==> src/rtl/vp_pkg.sv <==
// ---------------------------------------------------------------------------
// vp_pkg
// Shared definitions for the vector-processor instruction path.
//   IW            : instruction width (13 bits)
//   vp_opcode_t   : opcode encoding carried in bits [12:11]
//   *_MSB/*_LSB   : field bit positions (opcode, register, address)
//   seq_state_t   : sequencer FSM states
//   vp_get_opcode : helper to pull the opcode field out of an instruction
// ---------------------------------------------------------------------------
package vp_pkg;

    localparam int IW = 13;

    typedef enum logic [1:0] {
        OP_LOAD  = 2'b00,
        OP_STORE = 2'b01,
        OP_ADD   = 2'b10,
        OP_MUL   = 2'b11
    } vp_opcode_t;

    localparam int OPC_MSB  = 12;
    localparam int OPC_LSB  = 11;
    localparam int REG_MSB  = 10;
    localparam int REG_LSB  = 9;
    localparam int ADDR_MSB = 8;
    localparam int ADDR_LSB = 0;

    typedef enum logic [1:0] {
        SEQ_IDLE = 2'b00,
        SEQ_RUN  = 2'b01,
        SEQ_DONE = 2'b10
    } seq_state_t;

    function automatic vp_opcode_t vp_get_opcode(input logic [IW-1:0] instr);
        return vp_opcode_t'(instr[OPC_MSB:OPC_LSB]);
    endfunction

endpackage

==> src/rtl/vp_instr_mem.sv <==
// ---------------------------------------------------------------------------
// vp_instr_mem
// DEPTH x IW program store: one synchronous write port, one asynchronous
// read port. Contents are deliberately not reset so a program survives a
// sequencer reset.
//   clk   : clock
//   we    : write strobe
//   waddr : write address
//   wdata : write data
//   raddr : read address (combinational read)
//   rdata : read data
// ---------------------------------------------------------------------------
module vp_instr_mem #(
    parameter int DEPTH = 16,
    parameter int IW    = 13,
    parameter int AW    = $clog2(DEPTH)
) (
    input  logic          clk,
    input  logic          we,
    input  logic [AW-1:0] waddr,
    input  logic [IW-1:0] wdata,
    input  logic [AW-1:0] raddr,
    output logic [IW-1:0] rdata
);

    logic [IW-1:0] mem_q [DEPTH];

    always_ff @(posedge clk) begin
        if (we) begin
            mem_q[waddr] <= wdata;
        end
    end

    assign rdata = mem_q[raddr];

endmodule

==> src/rtl/vp_instr_sequencer.sv <==
// ---------------------------------------------------------------------------
// vp_instr_sequencer
// Holds a host-written program and issues it in order to the vector core,
// one instruction per valid/ready handshake, under start/busy/done control.
//
// Optional feature macro: VP_SEQ_LOOP_EN
//   When defined, adds input loop_cnt[7:0] (sampled on start); the program
//   runs loop_cnt+1 passes back-to-back with a single done pulse at the end.
//
// Ports:
//   clk, reset   : clock, synchronous active-high reset
//   prog_we/addr/data : program write port (honoured only in IDLE)
//   prog_len     : instruction count, sampled on start, clamped to DEPTH
//   start        : begin a run (honoured only in IDLE)
//   instruction  : registered instruction to the core (0 when not valid)
//   instr_valid  : instruction qualifier
//   instr_ready  : core acceptance
//   busy         : high while running
//   done         : one-cycle pulse after the final handshake
//   pc           : index of the instruction currently presented
// ---------------------------------------------------------------------------
module vp_instr_sequencer #(
    parameter int DEPTH = 16,
    parameter int IW    = vp_pkg::IW,
    parameter int AW    = $clog2(DEPTH)
) (
    input  logic          clk,
    input  logic          reset,
    input  logic          prog_we,
    input  logic [AW-1:0] prog_addr,
    input  logic [IW-1:0] prog_data,
    input  logic [AW:0]   prog_len,
    input  logic          start,
`ifdef VP_SEQ_LOOP_EN
    input  logic [7:0]    loop_cnt,
`endif
    output logic [IW-1:0] instruction,
    output logic          instr_valid,
    input  logic          instr_ready,
    output logic          busy,
    output logic          done,
    output logic [AW-1:0] pc
);

    import vp_pkg::*;

    localparam logic [AW:0] DEPTH_L = (AW+1)'(DEPTH);

    seq_state_t    state_q, state_d;
    logic [AW-1:0] pc_q, pc_d;
    logic [AW:0]   len_q, len_d;
    logic [IW-1:0] instr_q, instr_d;
    logic          valid_q, valid_d;
`ifdef VP_SEQ_LOOP_EN
    logic [7:0]    pass_q, pass_d;
`endif

    logic          mem_we;
    logic [AW-1:0] rd_addr;
    logic [IW-1:0] rd_data;
    logic [IW-1:0] first_instr;
    logic [AW:0]   len_clamped;
    logic          handshake;
    logic          last_entry;
    logic          wrap;

    assign mem_we      = prog_we && (state_q == SEQ_IDLE);
    assign handshake   = valid_q && instr_ready;
    assign last_entry  = ({1'b0, pc_q} == (len_q - 1'b1));
    assign len_clamped = (prog_len > DEPTH_L) ? DEPTH_L : prog_len;

    // One read port serves both "next entry" and "restart at 0": on the last
    // entry the address is forced to 0, which is exactly what a loop wrap needs.
    assign rd_addr = ((state_q == SEQ_RUN) && !last_entry) ? (pc_q + 1'b1) : '0;

    // A write to entry 0 in the start cycle must be visible to the run, but
    // the asynchronous read still shows the old word, so bypass it.
    assign first_instr = (mem_we && (prog_addr == '0)) ? prog_data : rd_data;

`ifdef VP_SEQ_LOOP_EN
    assign wrap = (pass_q != 8'd0);
`else
    assign wrap = 1'b0;
`endif

    vp_instr_mem #(
        .DEPTH (DEPTH),
        .IW    (IW),
        .AW    (AW)
    ) u_mem (
        .clk   (clk),
        .we    (mem_we),
        .waddr (prog_addr),
        .wdata (prog_data),
        .raddr (rd_addr),
        .rdata (rd_data)
    );

    always_comb begin
        state_d = state_q;
        pc_d    = pc_q;
        len_d   = len_q;
        instr_d = instr_q;
        valid_d = valid_q;
`ifdef VP_SEQ_LOOP_EN
        pass_d  = pass_q;
`endif
        case (state_q)
            SEQ_IDLE: begin
                if (start) begin
                    len_d = len_clamped;
                    pc_d  = '0;
`ifdef VP_SEQ_LOOP_EN
                    pass_d = loop_cnt;
`endif
                    if (len_clamped == '0) begin
                        state_d = SEQ_DONE;
                    end else begin
                        state_d = SEQ_RUN;
                        valid_d = 1'b1;
                        instr_d = first_instr;
                    end
                end
            end
            SEQ_RUN: begin
                if (handshake) begin
                    if (last_entry) begin
                        if (wrap) begin
                            pc_d    = '0;
                            instr_d = rd_data;
`ifdef VP_SEQ_LOOP_EN
                            pass_d  = pass_q - 8'd1;
`endif
                        end else begin
                            state_d = SEQ_DONE;
                            valid_d = 1'b0;
                            instr_d = '0;
                        end
                    end else begin
                        pc_d    = pc_q + 1'b1;
                        instr_d = rd_data;
                    end
                end
            end
            SEQ_DONE: begin
                state_d = SEQ_IDLE;
            end
            default: begin
                state_d = SEQ_IDLE;
                valid_d = 1'b0;
                instr_d = '0;
            end
        endcase
    end

    always_ff @(posedge clk) begin
        if (reset) begin
            state_q <= SEQ_IDLE;
            pc_q    <= '0;
            len_q   <= '0;
            instr_q <= '0;
            valid_q <= 1'b0;
`ifdef VP_SEQ_LOOP_EN
            pass_q  <= 8'd0;
`endif
        end else begin
            state_q <= state_d;
            pc_q    <= pc_d;
            len_q   <= len_d;
            instr_q <= instr_d;
            valid_q <= valid_d;
`ifdef VP_SEQ_LOOP_EN
            pass_q  <= pass_d;
`endif
        end
    end

    assign instruction = instr_q;
    assign instr_valid = valid_q;
    assign pc          = pc_q;
    assign busy        = (state_q == SEQ_RUN);
    assign done        = (state_q == SEQ_DONE);

endmodule

==> config.mk <==
export PLATFORM = sky130hd
export DESIGN_NAME = vp_instr_sequencer
export DESIGN_NICKNAME = d
export VERILOG_FILES = /design/src/rtl/vp_pkg.sv /design/src/rtl/vp_instr_mem.sv /design/src/rtl/vp_instr_sequencer.sv
export SDC_FILE = /design/constraint.sdc
export NUM_CORES = 1
export LEC_CHECK = 0
export BUFFER_PORTS_ARGS = -buffer_cell sky130_fd_sc_hd__buf_2
export CORE_ASPECT_RATIO = 1.5
export CORE_MARGIN = 4
export CORE_UTILIZATION = 25
export CTS_BUF_LIST = sky130_fd_sc_hd__clkbuf_4 sky130_fd_sc_hd__clkbuf_8 sky130_fd_sc_hd__clkbuf_16
export CTS_CLUSTER_DIAMETER = 30
export CTS_CLUSTER_SIZE = 14
export DETAILED_ROUTE_END_ITERATION = 12
export PLACE_DENSITY = 0.5
export SLEW_MARGIN = 20
export SYNTH_ARGS = -nofsm -noshare
export SYNTH_HDL_FRONTEND = slang
export SYNTH_SLANG_ARGS = --single-unit
==> constraint.sdc <==
create_clock -name clk -period 6.3 [get_ports clk]
set_input_delay 0.945 -clock clk [delete_from_list [all_inputs] [get_ports clk]]
set_output_delay 0.945 -clock clk [all_outputs]
set_load 0.03 [all_outputs]
==> summary.md, run 1 <==
| Metric | Value |
|---|---|
| Core area | 40200 um2 |
| YS warnings | 0 |
| # resized after CTS | 0 |
| Final Cycle Share | 0.5362 |
| Critical Path RT | 6.74 ns |
| Post-CTS Repair Setup Buffers | 0 |
| Synthesized flop and latch total | 233 |
| Fin nets | 833 |
| Clk root buf | clkbuf_16 |
| Area growth syn-to-layout | 22.37% |
| Largest family of logic cells by synthesized area | compound AO/OA/AOI/OAI gates |
| Crit path DAT | 3.81 ns |
| # hold bufs at CTS | 0 |
| Compound-Gate Fraction of Synth Area | 0.1563 |
| GRT Overall Usage | 0.1274 |
| HP Class | flop to flop |
| Starting Density | 0.2528 |
| Post-Syn Area | 10160 um2 |
| EDFF count, synth | 208 |
| Setup crit end kind | flop |
| Gr ovfl total | 0 |
| Worst skew pair latency | 0.52 ns |
| CTS HTree Levels | 2 |
| Synth cell types | 49 |
| Vias | 6821 |
| Simple-gate share of the synthesized area | 0.09174 |
| Routability-driven placement congestion ratio | 0.7510 |
| Critical-path cell list | inv_1, ha_1, o21ba_1, a221o_1, a211oi_4, buf_4, a21oi_1, clkbuf_4, a221o_1, a31oi_1 |
| VDD IR max | 0.1743 mV |
| Pre-CTS WS | 2.667 ns |
| Worst hold path depth | 2 |
| Io pins | 47 |
| Critical Path Source Type | flop |
| R2R setup slack | 2.92 ns |
| Initial antenna violation count | 0 |
| Num CTS Buffers | 38 |
| Vias in the first global route | 6924 |
| Die Width | 172.6 um |
| Register Area | 6748 um2 |
| Max Clock Skew | 0.01054 ns |
| DP HPWL | 18550 um |
| GR Util met2 | 0.2419 |
| Drt initial violations | 498 |
| CTS tree | done |
| Seq/Total Area, Yosys | 0.6640 |
| RSZ-0062 raised after global routing | no |
| Hold wc startpoint | instr_valid$_SDFFE_PP0P_ |
| Gate Count Post-Synth | 752 |
| Status | finished clean |
| Die ar. | 44000 um2 |
| FMAX | 296.0 MHz |
| Clk slew on worst S/H paths | 0.05 ns |
| Die height | 254.9 um |
| Most Frequent Cell on Critical Path | a221o_1 |
| Slew headroom | 0.2862 |
| Most frequent cells in the layout | edfxtp_1, a21oi_1, buf_2 |
| GR peak layer | met2 |
| Cell Rows | 90 |
| Setup TNS | 0 ns |
| Tmin final | 3.378 ns |
| Post-Synth XOR/XNOR Area | 0.007635 |
| Met3 usage | 0.02069 |
| Syn Area/Cell | 13.51 um2 |
| Max_cap viols | 0 |
| Crit-path slowest cell | buf_4 |
| RR Startpoint | len_q[0]$_SDFFE_PP0P_ |
| Crit path kind | flop to flop |
| ANT nets after route | 0 |
| GR Util met1 | 0.1462 |
| Via-per-instance ratio | 5.090 |
| Slew Limit Fails | 0 |
| DRC viols | 0 |
| Most used DFF post-synth | edfxtp_1 |
| Post-synthesis adder-cell area fraction | 0.002463 |
| LEAKAGE | 3.974 nW |
| Longest Clk Path Bufs | 3 |
| Synth async-reset ratio | 0 |
| # setup viols final | 0 |
| DRT Pass-1 Iters | 4 |
| Mux cell area share after synthesis | 0.05221 |
| Worst Hold End | instr_valid$_SDFFE_PP0P_ |
| Post-Route WL | 28940 um |
| Fin. Hold Viols | 0 |
| Area used by multi-input combinational logic | 3212 um2 |
| Commonest non-fill, non-tap cell in the layout | edfxtp_1 |
| Largest net degree at the start of global routing | 92 |
| R2r worst-path depth | 10 |
| # port buffers | 46 |
| Filler Cells Inserted | 3923 |
| Post-route setup slack | 2.922 ns |
| Post-Syn Nets | 781 |
| # clock sinks | 233 |
| ANT cells | 0 |
| Power per standard cell area | 345.2 nW/um2 |
| First-pass GRT wire length | 43260 um |
| Routed len/inst | 21.59 um |
| Worst reg2reg path endpoint | instruction[1]$_SDFFE_PP0P_ |
| Worst-Margin Slew | 1.071 ns |
| Layout cells sized above 1 | 0.1954 |
| CP max stage delay | 0.67 ns |
| Max FO, Critical Path | 91 |
layer usage:
layer,up-vias,routed length [um],share of wire
met3,51,1395,0.048
met1,3436,11340,0.39
met2,208,15440,0.53
li1,3126,-,-
met5,-,0,0
met4,0,767,0.027
worst max-delay path by stage:
| stage | startpoint | end | slack, ns |
|---|---|---|---|
| 3_5_place_dp | prog_len[1] | instruction[3]$_SDFFE_PP0P_ | 2.67 |
| 6_report | len_q[0]$_SDFFE_PP0P_ | instruction[1]$_SDFFE_PP0P_ | 2.92 |
| 3_3_place_gp | prog_len[1] | instruction[4]$_SDFFE_PP0P_ | 2.72 |
| 5_1_grt | pc[0]$_SDFFE_PP0P_ | instruction[0]$_SDFFE_PP0P_ | 2.67 |
| 2_1_floorplan | prog_addr[1] | instruction[0]$_SDFFE_PP0P_ | 3.53 |
| 4_1_cts | pc[0]$_SDFFE_PP0P_ | instruction[0]$_SDFFE_PP0P_ | 2.82 |
flip-flops by register name (all words and copies together) (netlist names):
register	count
u_mem.mem_q	208
instruction	13
len_q	5
pc	4
state_q	2
instr_valid	1
per-stage QoR:
stage / cells / util / total power [mW] / cell area (um2) / hold WS, ns
after floorplan: 752 / - / 1.937 / 10160 / 0.4818
after global placement: 1269 / 0.2737 / 2.054 / 11000 / 0.5119
after detailed placement: 1269 / 0.2740 / 2.057 / 11010 / 0.5168
after CTS: 1339 / 0.3091 / 4.337 / 12430 / 0.5251
after global routing: 1340 / 0.3093 / 4.427 / 12430 / 0.5591
final: 1340 / 0.3093 / 4.293 / 12430 / 0.5247
synthesized netlist by cell type (all sizes together), types with 11 or more instances:
| cell | count | share of area |
|---|---|---|
| a211oi | 41 | 0.032 |
| nor2 | 38 | 0.014 |
| clkbuf | 47 | 0.017 |
| edfxtp | 208 | 0.61 |
| a221o | 27 | 0.027 |
| or3 | 38 | 0.023 |
| nand2 | 18 | 0.0066 |
| o21ai | 32 | 0.016 |
| mux2i | 44 | 0.043 |
| a22o | 13 | 0.011 |
| o21a | 13 | 0.0096 |
| or4 | 14 | 0.010 |
| buf | 11 | 0.0065 |
| a21oi | 46 | 0.023 |
| o221ai | 13 | 0.011 |
| dfxtp | 25 | 0.049 |
| a31oi | 13 | 0.0080 |
| nand2b | 12 | 0.0074 |
| nor3 | 13 | 0.0064 |
final cells by class:
class / instances / share of cell area
tap: 506 / 0.05092
sequential: 233 / 0.5427
clock inverter: 20 / 0.02516
inverter: 5 / 0.001509
clock buffer: 50 / 0.08845
timing repair buffer: 70 / 0.03300
multi-input combinational: 456 / 0.2583
power breakdown:
| group | switching, mW | internal (mW) |
|---|---|---|
| registers | 0.0209 | 1.71 |
| clock network | 0.711 | 1.56 |
| logic | 0.198 | 0.0954 |
worst max-delay path: cells and delay by family, from the launching register on:
kind	cells	cell delay [ns]
buffers and inverters	3	1.01
AOI/OAI and AO/OA	6	1.55
DFF	1	0.38
adders and majority gates	1	0.25
cells by family (layout without fill, tap and decap cells):
kind of cell | Yosys count | in the layout
xor+xnor | 8 | 8
compound gates | 224 | 224
buf+inv | 63 | 145
flops | 233 | 233
mux | 52 | 52
fa+ha+maj | 2 | 2
simple gates | 170 | 170
No activity file was read; power rests on OpenSTA's default activity.
==> run 2: changes to the inputs <==
==> constraint.sdc (replaced) <==
create_clock -name clk -period 3.4 [get_ports clk]
set_input_delay 0.51 -clock clk [delete_from_list [all_inputs] [get_ports clk]]
set_output_delay 0.51 -clock clk [all_outputs]
set_load 0.03 [all_outputs]
==> run 2 against run 1 <==
  * Fmax is 14% higher
  * Largest cell class unchanged
  * First-iteration DRC count is 13% higher
  * Sequential power is 85% higher
  * Flip-flop and latch count stayed put
  * Highest routed layer unchanged
  * Die area stayed put
  * Via count is 1.5% higher
  * Sequential share of layout area is 0.14 points lower
  * Clock skew is 0.0099 ns higher
  * Largest power group unchanged
  * Clock power is 75% higher
==> summary.md, run 2 (synthesis gave the netlist of run 1 again) <==
| Metric | Value |
|---|---|
| # port buffers | 46 (unchanged) |
| Detail Route met3 WL | 1444 um (+3.5%) |
| ANT nets after route | 0 (unchanged) |
| CTS HTree Levels | 2 (unchanged) |
| CP max stage delay | 0.44 ns (-0.23 ns) |
| Num CTS Buffers | 39 (+2.6%) |
| # clock sinks | 233 (unchanged) |
| Die Width | 172.6 um (unchanged) |
| Post-CTS Repair Setup Buffers | 0 (unchanged) |
| Most frequent cells in the layout | edfxtp_1, a21oi_1, buf_2 |
| Longest Clk Path Bufs | 3 (unchanged) |
| Crit path kind | flop to flop |
| Top routing layer in use | met4 |
| Post-Route WL | 29310 um (+1.3%) |
| HP Class | input pin to flop |
| Most flop-heavy register | u_mem.mem_q |
| Status | finished clean |
| VDD IR max | 0.2601 mV (+49%) |
| # setup viols final | 0 (unchanged) |
| Max_cap viols | 0 (unchanged) |
| First-pass GRT wire length | 43690 um (+1.0%) |
| Slew Limit Fails | 0 (unchanged) |
| ANT cells | 0 (unchanged) |
| CP top delay family | compound AO/OA/AOI/OAI gates |
| DP HPWL | 18860 um (+1.7%) |
| Via-per-instance ratio | 5.114 (+0.47%) |
| Clk root buf | clkbuf_16 |
| Vias | 6925 (+1.5%) |
| R2r worst-path depth | 10 (unchanged) |
| Area growth syn-to-layout | 22.69% |
| FMAX | 338.6 MHz (+14%) |
| Core area | 40200 um2 (unchanged) |
| Critical Path RT | 3.79 ns (-2.95 ns) |
| Max FFs per register | 208 (unchanged) |
| LEAKAGE | 3.990 nW (+0.42%) |
| Fin. Hold Viols | 0 (unchanged) |
| Most Frequent Cell on Critical Path | a211oi_1 |
| Initial antenna violation count | 0 (unchanged) |
| Clk slew on worst S/H paths | 0.05 ns (about the same) |
| GRT Overall Usage | 0.1294 (+0.002015) |
| Vias in the first global route | 6969 (+0.65%) |
| Register Area | 6748 um2 (unchanged) |
| Setup TNS | 0 ns (unchanged) |
| CTS tree | done |
| DRT Pass-1 Iters | 5 (+1) |
| RR Startpoint | len_q[0]$_SDFFE_PP0P_ |
| RSZ-0062 raised after global routing | no |
| Max Clock Skew | 0.02046 ns (+0.009915 ns) |
| R2R setup slack | 0.45 ns (-2.47 ns) |
| Worst hold path depth | 3 (+1) |
| Crit path DAT | 3.34 ns (-0.47 ns) |
| Power per standard cell area | 621.3 nW/um2 (+80%) |
| Worst reg2reg path endpoint | instruction[5]$_SDFFE_PP0P_ |
| Filler Cells Inserted | 3903 (-0.51%) |
| Routability-driven placement congestion ratio | 0.7611 (+1.3%) |
| Tmin final | 2.953 ns (-0.4251 ns) |
| Drt initial violations | 565 (+13%) |
| Gr ovfl total | 0 (unchanged) |
| Max FO, Critical Path | 38 (-58%) |
| Buf+Inv Stages, Crit Path | 3 (unchanged) |
| Fin nets | 847 (+1.7%) |
| Starting Density | 0.2528 (unchanged) |
| DRC viols | 0 (unchanged) |
| Worst-Margin Slew | 0.8283 ns (-0.2423 ns) |
| Slew headroom | 0.4427 (+0.1565) |
| Layout cells sized above 1 | 0.2005 (+0.005028) |
| Metal-1 WL | 11860 um (+4.6%) |
| Critical Path Source Type | flop |
| Routed len/inst | 21.64 um (+0.23%) |
| Io pins | 47 (unchanged) |
| Crit-path slowest cell | a221o_1 |
| Final Core Density | 0.3101 (+0.0008090) |
| Setup crit end kind | flop |
| Largest net degree at the start of global routing | 53 (-42%) |
| Cell Rows | 90 (unchanged) |
| Final Cycle Share | 0.8686 (+0.3323) |
| WL met2 | 14990 um (-2.9%) |
| Area used by multi-input combinational logic | 3203 um2 (-0.27%) |
| Die height | 254.9 um (unchanged) |
| # hold bufs at CTS | 0 (unchanged) |
| Hold wc startpoint | prog_len[4] |
| Die ar. | 44000 um2 (unchanged) |
| Commonest non-fill, non-tap cell in the layout | edfxtp_1 |
| Worst Hold End | len_q[4]$_SDFFE_PP0P_ |
| # resized after CTS | 0 (unchanged) |
| Worst skew pair latency | 0.52 ns (about the same) |
| Critical-path cell list | inv_1, ha_1, o21ba_1, a221o_1, a211oi_4, buf_12, buf_4, a211oi_1, a211oi_1, a31oi_1 |
==> run 2: changes by cell type in the layout (fill, tap and decap cells not counted), moves of 2 or more <==
cell,before,now
buf_4,23,36
nor2_1,35,37
inv_6,1,4
clkinvlp_4,3,7
bufinv_16,8,5
clkbuf_4,9,1
clkinv_1,4,6
nor2_2,2,0
==> run 2: how the worst max path moves through the flow <==
stage                                from                           to  depth (start not counted)  slack (ns)
finish              len_q[0]$_SDFFE_PP0P_  instruction[5]$_SDFFE_PP0P_                         10        0.45
global route        len_q[0]$_SDFFE_PP0P_  instruction[5]$_SDFFE_PP0P_                         10        0.28
CTS                 len_q[0]$_SDFFE_PP0P_  instruction[5]$_SDFFE_PP0P_                         10        0.43
detailed placement  len_q[0]$_SDFFE_PP0P_  instruction[5]$_SDFFE_PP0P_                         10        0.43
global placement    len_q[0]$_SDFFE_PP0P_  instruction[5]$_SDFFE_PP0P_                         10        0.49
floorplan           len_q[0]$_SDFFE_PP0P_  instruction[1]$_SDFFE_PP0P_                         10        0.88
==> run 2: per-stage QoR <==
| stage | setup slack [ns] | power, mW | area, um2 | std cells | hold WS, ns |
|---|---|---|---|---|---|
| 4_1_cts | 0.4317 | 7.814 | 12470 | 1354 | 0.2995 |
| 2_1_floorplan | 0.8814 | 3.590 | 10160 | 752 | 0.4818 |
| 6_report | 0.4469 | 7.746 | 12470 | 1354 | 0.3158 |
| 3_5_place_dp | 0.4257 | 3.825 | 11120 | 1283 | 0.5086 |
| 3_3_place_gp | 0.4945 | 3.821 | 11120 | 1283 | 0.4913 |
| 5_1_grt | 0.2790 | 7.984 | 12470 | 1354 | 0.3337 |
==> run 2: worst register-to-register path, stage by stage, from the launching register on <==
cell and delay, ns:
dfxtp_1 0.39, inv_1 0.06, ha_1 0.25, o21ba_1 0.18
a221o_1 0.44, a211oi_4 0.31, buf_12 0.25, buf_4 0.34
a211oi_1 0.09, a211oi_1 0.37, a31oi_1 0.14
==> run 2: power breakdown <==
| part | internal [mW] | total [mW] | switching [mW] |
|---|---|---|---|
| logic | 0.185 | 0.563 | 0.377 |
| registers | 3.17 | 3.20 | 0.0353 |
| clock network | 2.60 | 3.98 | 1.38 |
| total | 5.95 | 7.75 | 1.80 |
==> run 2: metal layers <==
metal | vias to the layer above | global-route usage
li1 | 3164 | -
met1 | 3504 | 0.1556
met2 | 203 | 0.2309
met3 | 54 | 0.02349
met4 | 0 | 0.05227
met5 | - | 0
==> run 2: cell type report <==
type,instances,area share
Multi-Input combinational cell,456,0.2569
Clock buffer,42,0.08290
Tap cell,506,0.05078
Clock inverter,29,0.02489
Inverter,5,0.001505
Sequential cell,233,0.5412
Timing Repair Buffer,83,0.04175
==> run 3: changes to the inputs <==
--- a/config.mk
+++ b/config.mk
@@ -13,8 +13,7 @@
 export CTS_CLUSTER_DIAMETER = 30
 export CTS_CLUSTER_SIZE = 14
 export DETAILED_ROUTE_END_ITERATION = 12
-export PLACE_DENSITY = 0.5
-export SLEW_MARGIN = 20
+export SLEW_MARGIN = 40
 export SYNTH_ARGS = -nofsm -noshare
 export SYNTH_HDL_FRONTEND = slang
 export SYNTH_SLANG_ARGS = --single-unit
==> run 3 against run 2 <==
  * Sequential power hardly changed
  * Core utilization is 0.81 points lower
  * First-iteration DRC count is 17% higher
  * Total power is 12% lower
  * Die area stayed put
  * Global-route usage hardly changed
  * Combinational power is 2% higher
  * Critical path depth stayed put
  * Worst hold slack worse by 0.043 ns
  * Sequential share of layout area is 1.5 points higher
  * Non-clock buffer count is 1 higher
  * Clock power is 23% lower
==> summary.md, run 3 (synthesis gave the netlist of run 1 again) <==
| Metric | Value |
|---|---|
| Tmin final | 3.029 ns (+0.07603 ns) |
| Non-filler instance count after layout | 1340 (-1.0%) |
| Layout cells sized above 1 | 0.1871 (-0.01342) |
| Fin area | 12140 um2 (-2.6%) |
| Final Cycle Share | 0.8909 (+0.02236) |
| ANT cells | 0 (unchanged) |
| Max Clock Skew | 0.02113 ns (+0.0006713 ns) |
| Setup TNS | 0 ns (unchanged) |
| Critical-path cell list | inv_1, ha_1, o21ba_1, a221o_1, a211oi_4, buf_4, a21oi_1, buf_2, a221o_1, a31oi_1 |
| Drt initial violations | 663 (+17%) |
| Post-CTS Repair Setup Buffers | 0 (unchanged) |
| CP top delay family | compound AO/OA/AOI/OAI gates |
| WP depth | 10 (unchanged) |
| Longest Clk Path Bufs | 3 (unchanged) |
| Die height | 254.9 um (unchanged) |
| Vias in the first global route | 6959 (-0.14%) |
| # setup viols final | 0 (unchanged) |
| RSZ-0062 raised after global routing | no |
| Post-Route WL | 29630 um (+1.1%) |
| First-pass GRT wire length | 43530 um (-0.38%) |
| Fin nets | 839 (-0.94%) |
| Die Width | 172.6 um (unchanged) |
| # port buffers | 46 (unchanged) |
| Register Area | 6748 um2 (unchanged) |
| Worst hold path depth | 3 (unchanged) |
| GRT Overall Usage | 0.1297 (+0.0002294) |
| CP max stage delay | 0.50 ns (+0.06 ns) |
| Clk root buf | clkbuf_16 |
| CTS HTree Levels | 1 (-1) |
| Setup crit end kind | flop |
| Fin. Hold Viols | 0 (unchanged) |
| # clock sinks | 233 (unchanged) |
| Worst skew pair latency | 0.56 ns (+0.04 ns) |
| Critical Path Source Type | flop |
| Io pins | 47 (unchanged) |
| Power per standard cell area | 563.5 nW/um2 (-9.3%) |
| FMAX | 330.1 MHz (-2.5%) |
| Cell Rows | 90 (unchanged) |
| Max FO, Critical Path | 22 (-42%) |
| Placed cell count | 1284 (+0.078%) |
| # resized after CTS | 0 (unchanged) |
| VDD IR max | 0.3662 mV (+41%) |
| CTS tree | done |
| # hold bufs at CTS | 0 (unchanged) |
| DRT Pass-1 Iters | 5 (unchanged) |
| Crit path kind | flop to flop |
| Crit-path slowest cell | a211oi_4 |
| Routability-driven placement congestion ratio | 0.8594 (+13%) |
| Most frequent cells in the layout | edfxtp_1, buf_2, a21oi_1 |
| DP HPWL | 20150 um (+6.8%) |
| Area growth syn-to-layout | 19.49% |
| LEAKAGE | 3.843 nW (-3.7%) |
| Worst-Margin Slew | 0.7518 ns (-0.07655 ns) |
| DRC viols | 0 (unchanged) |
| Worst hold slack | 0.2730 ns (-0.04280 ns) |
| Slew headroom | 0.4961 (+0.05339) |
| Routed len/inst | 22.11 um (+2.1%) |
| Area used by multi-input combinational logic | 3211 um2 (+0.23%) |
| Crit path DAT | 3.51 ns (+0.17 ns) |
| Starting Density | 0.2528 (unchanged) |
| Final Core Density | 0.3020 (-0.008092) |
| Gr ovfl total | 0 (unchanged) |
| HP Class | input pin to flop |
| Largest net degree at the start of global routing | 49 (-7.5%) |
| ANT nets after route | 0 (unchanged) |
| Filler Cells Inserted | 3913 (+0.26%) |
| Most Frequent Cell on Critical Path | a221o_1 |
| Status | finished clean |
| Placed cell area | 11150 um2 (+0.22%) |
| Commonest non-fill, non-tap cell in the layout | edfxtp_1 |
| Initial antenna violation count | 0 (unchanged) |
| Num CTS Buffers | 30 (-23%) |
| Critical Path RT | 3.88 ns (+0.09 ns) |
| Most flop-heavy register | u_mem.mem_q |
| Buf+Inv Stages, Crit Path | 3 (unchanged) |
| Vias | 6974 (+0.71%) |
| Max FFs per register | 208 (unchanged) |
| Core area | 40200 um2 (unchanged) |
| Slew Limit Fails | 0 (unchanged) |
| Max_cap viols | 0 (unchanged) |
| Die ar. | 44000 um2 (unchanged) |
| Clk slew on worst S/H paths | 0.05 ns (about the same) |
| R2r worst-path depth | 10 (unchanged) |
| Via-per-instance ratio | 5.204 (+1.8%) |
==> run 3: cell types whose count changed in the layout (fill, tap and decap cells not counted), sizes merged <==
cell	change
clkbuf	-9
bufinv	-3
buf	+1
clkinv	+2
clkinvlp	-5
==> run 3: per-layer routing <==
metal  global-route usage  part of all wire
met1               0.1496              0.38
met2               0.2310              0.51
met5                    0                 0
met3              0.01699             0.053
met4              0.07852             0.056
==> run 3: final cells by class <==
| cell class | instances | area share |
|---|---|---|
| timing repair buffer | 84 | 0.04431 |
| clock buffer | 33 | 0.06369 |
| clock inverter | 23 | 0.01814 |
| tap | 506 | 0.05214 |
| multi-input combinational | 456 | 0.2644 |
| sequential | 233 | 0.5558 |
| inverter | 5 | 0.001546 |
==> run 3: path summary, 6_finish.rpt <==
path                               from                          end  slack (ns)
hold reg to reg   len_q[1]$_SDFFE_PP0P_        len_q[1]$_SDFFE_PP0P_        0.54
setup reg to reg  len_q[0]$_SDFFE_PP0P_  instruction[5]$_SDFFE_PP0P_        0.37
setup / recovery  len_q[0]$_SDFFE_PP0P_  instruction[5]$_SDFFE_PP0P_        0.37
hold / removal              prog_len[4]        len_q[4]$_SDFFE_PP0P_        0.27
==> run 3: power by group <==
| part | internal (mW) | switching (mW) |
|---|---|---|
| sequential | 3.16 | 0.0373 |
| clock | 1.82 | 1.24 |
| combinational | 0.189 | 0.387 |
| total | 5.18 | 1.67 |
==> run 3: worst register-to-register path: cells and delay by family (launching register included) <==
| kind | cells | cell delay (ns) |
|---|---|---|
| adders and majority gates | 1 | 0.24 |
| DFF | 1 | 0.39 |
| AOI/OAI and AO/OA | 6 | 1.70 |
| buffers and inverters | 3 | 0.61 |
==> run 3: through the flow <==
stage / worst slack, ns / power [mW]
6_report: 0.3708 / 6.841
5_1_grt: 0.2661 / 7.051
4_1_cts: 0.4025 / 6.893
3_5_place_dp: 0.4345 / 3.836
3_3_place_gp: 0.5023 / 3.827
2_1_floorplan: 0.8814 / 3.590
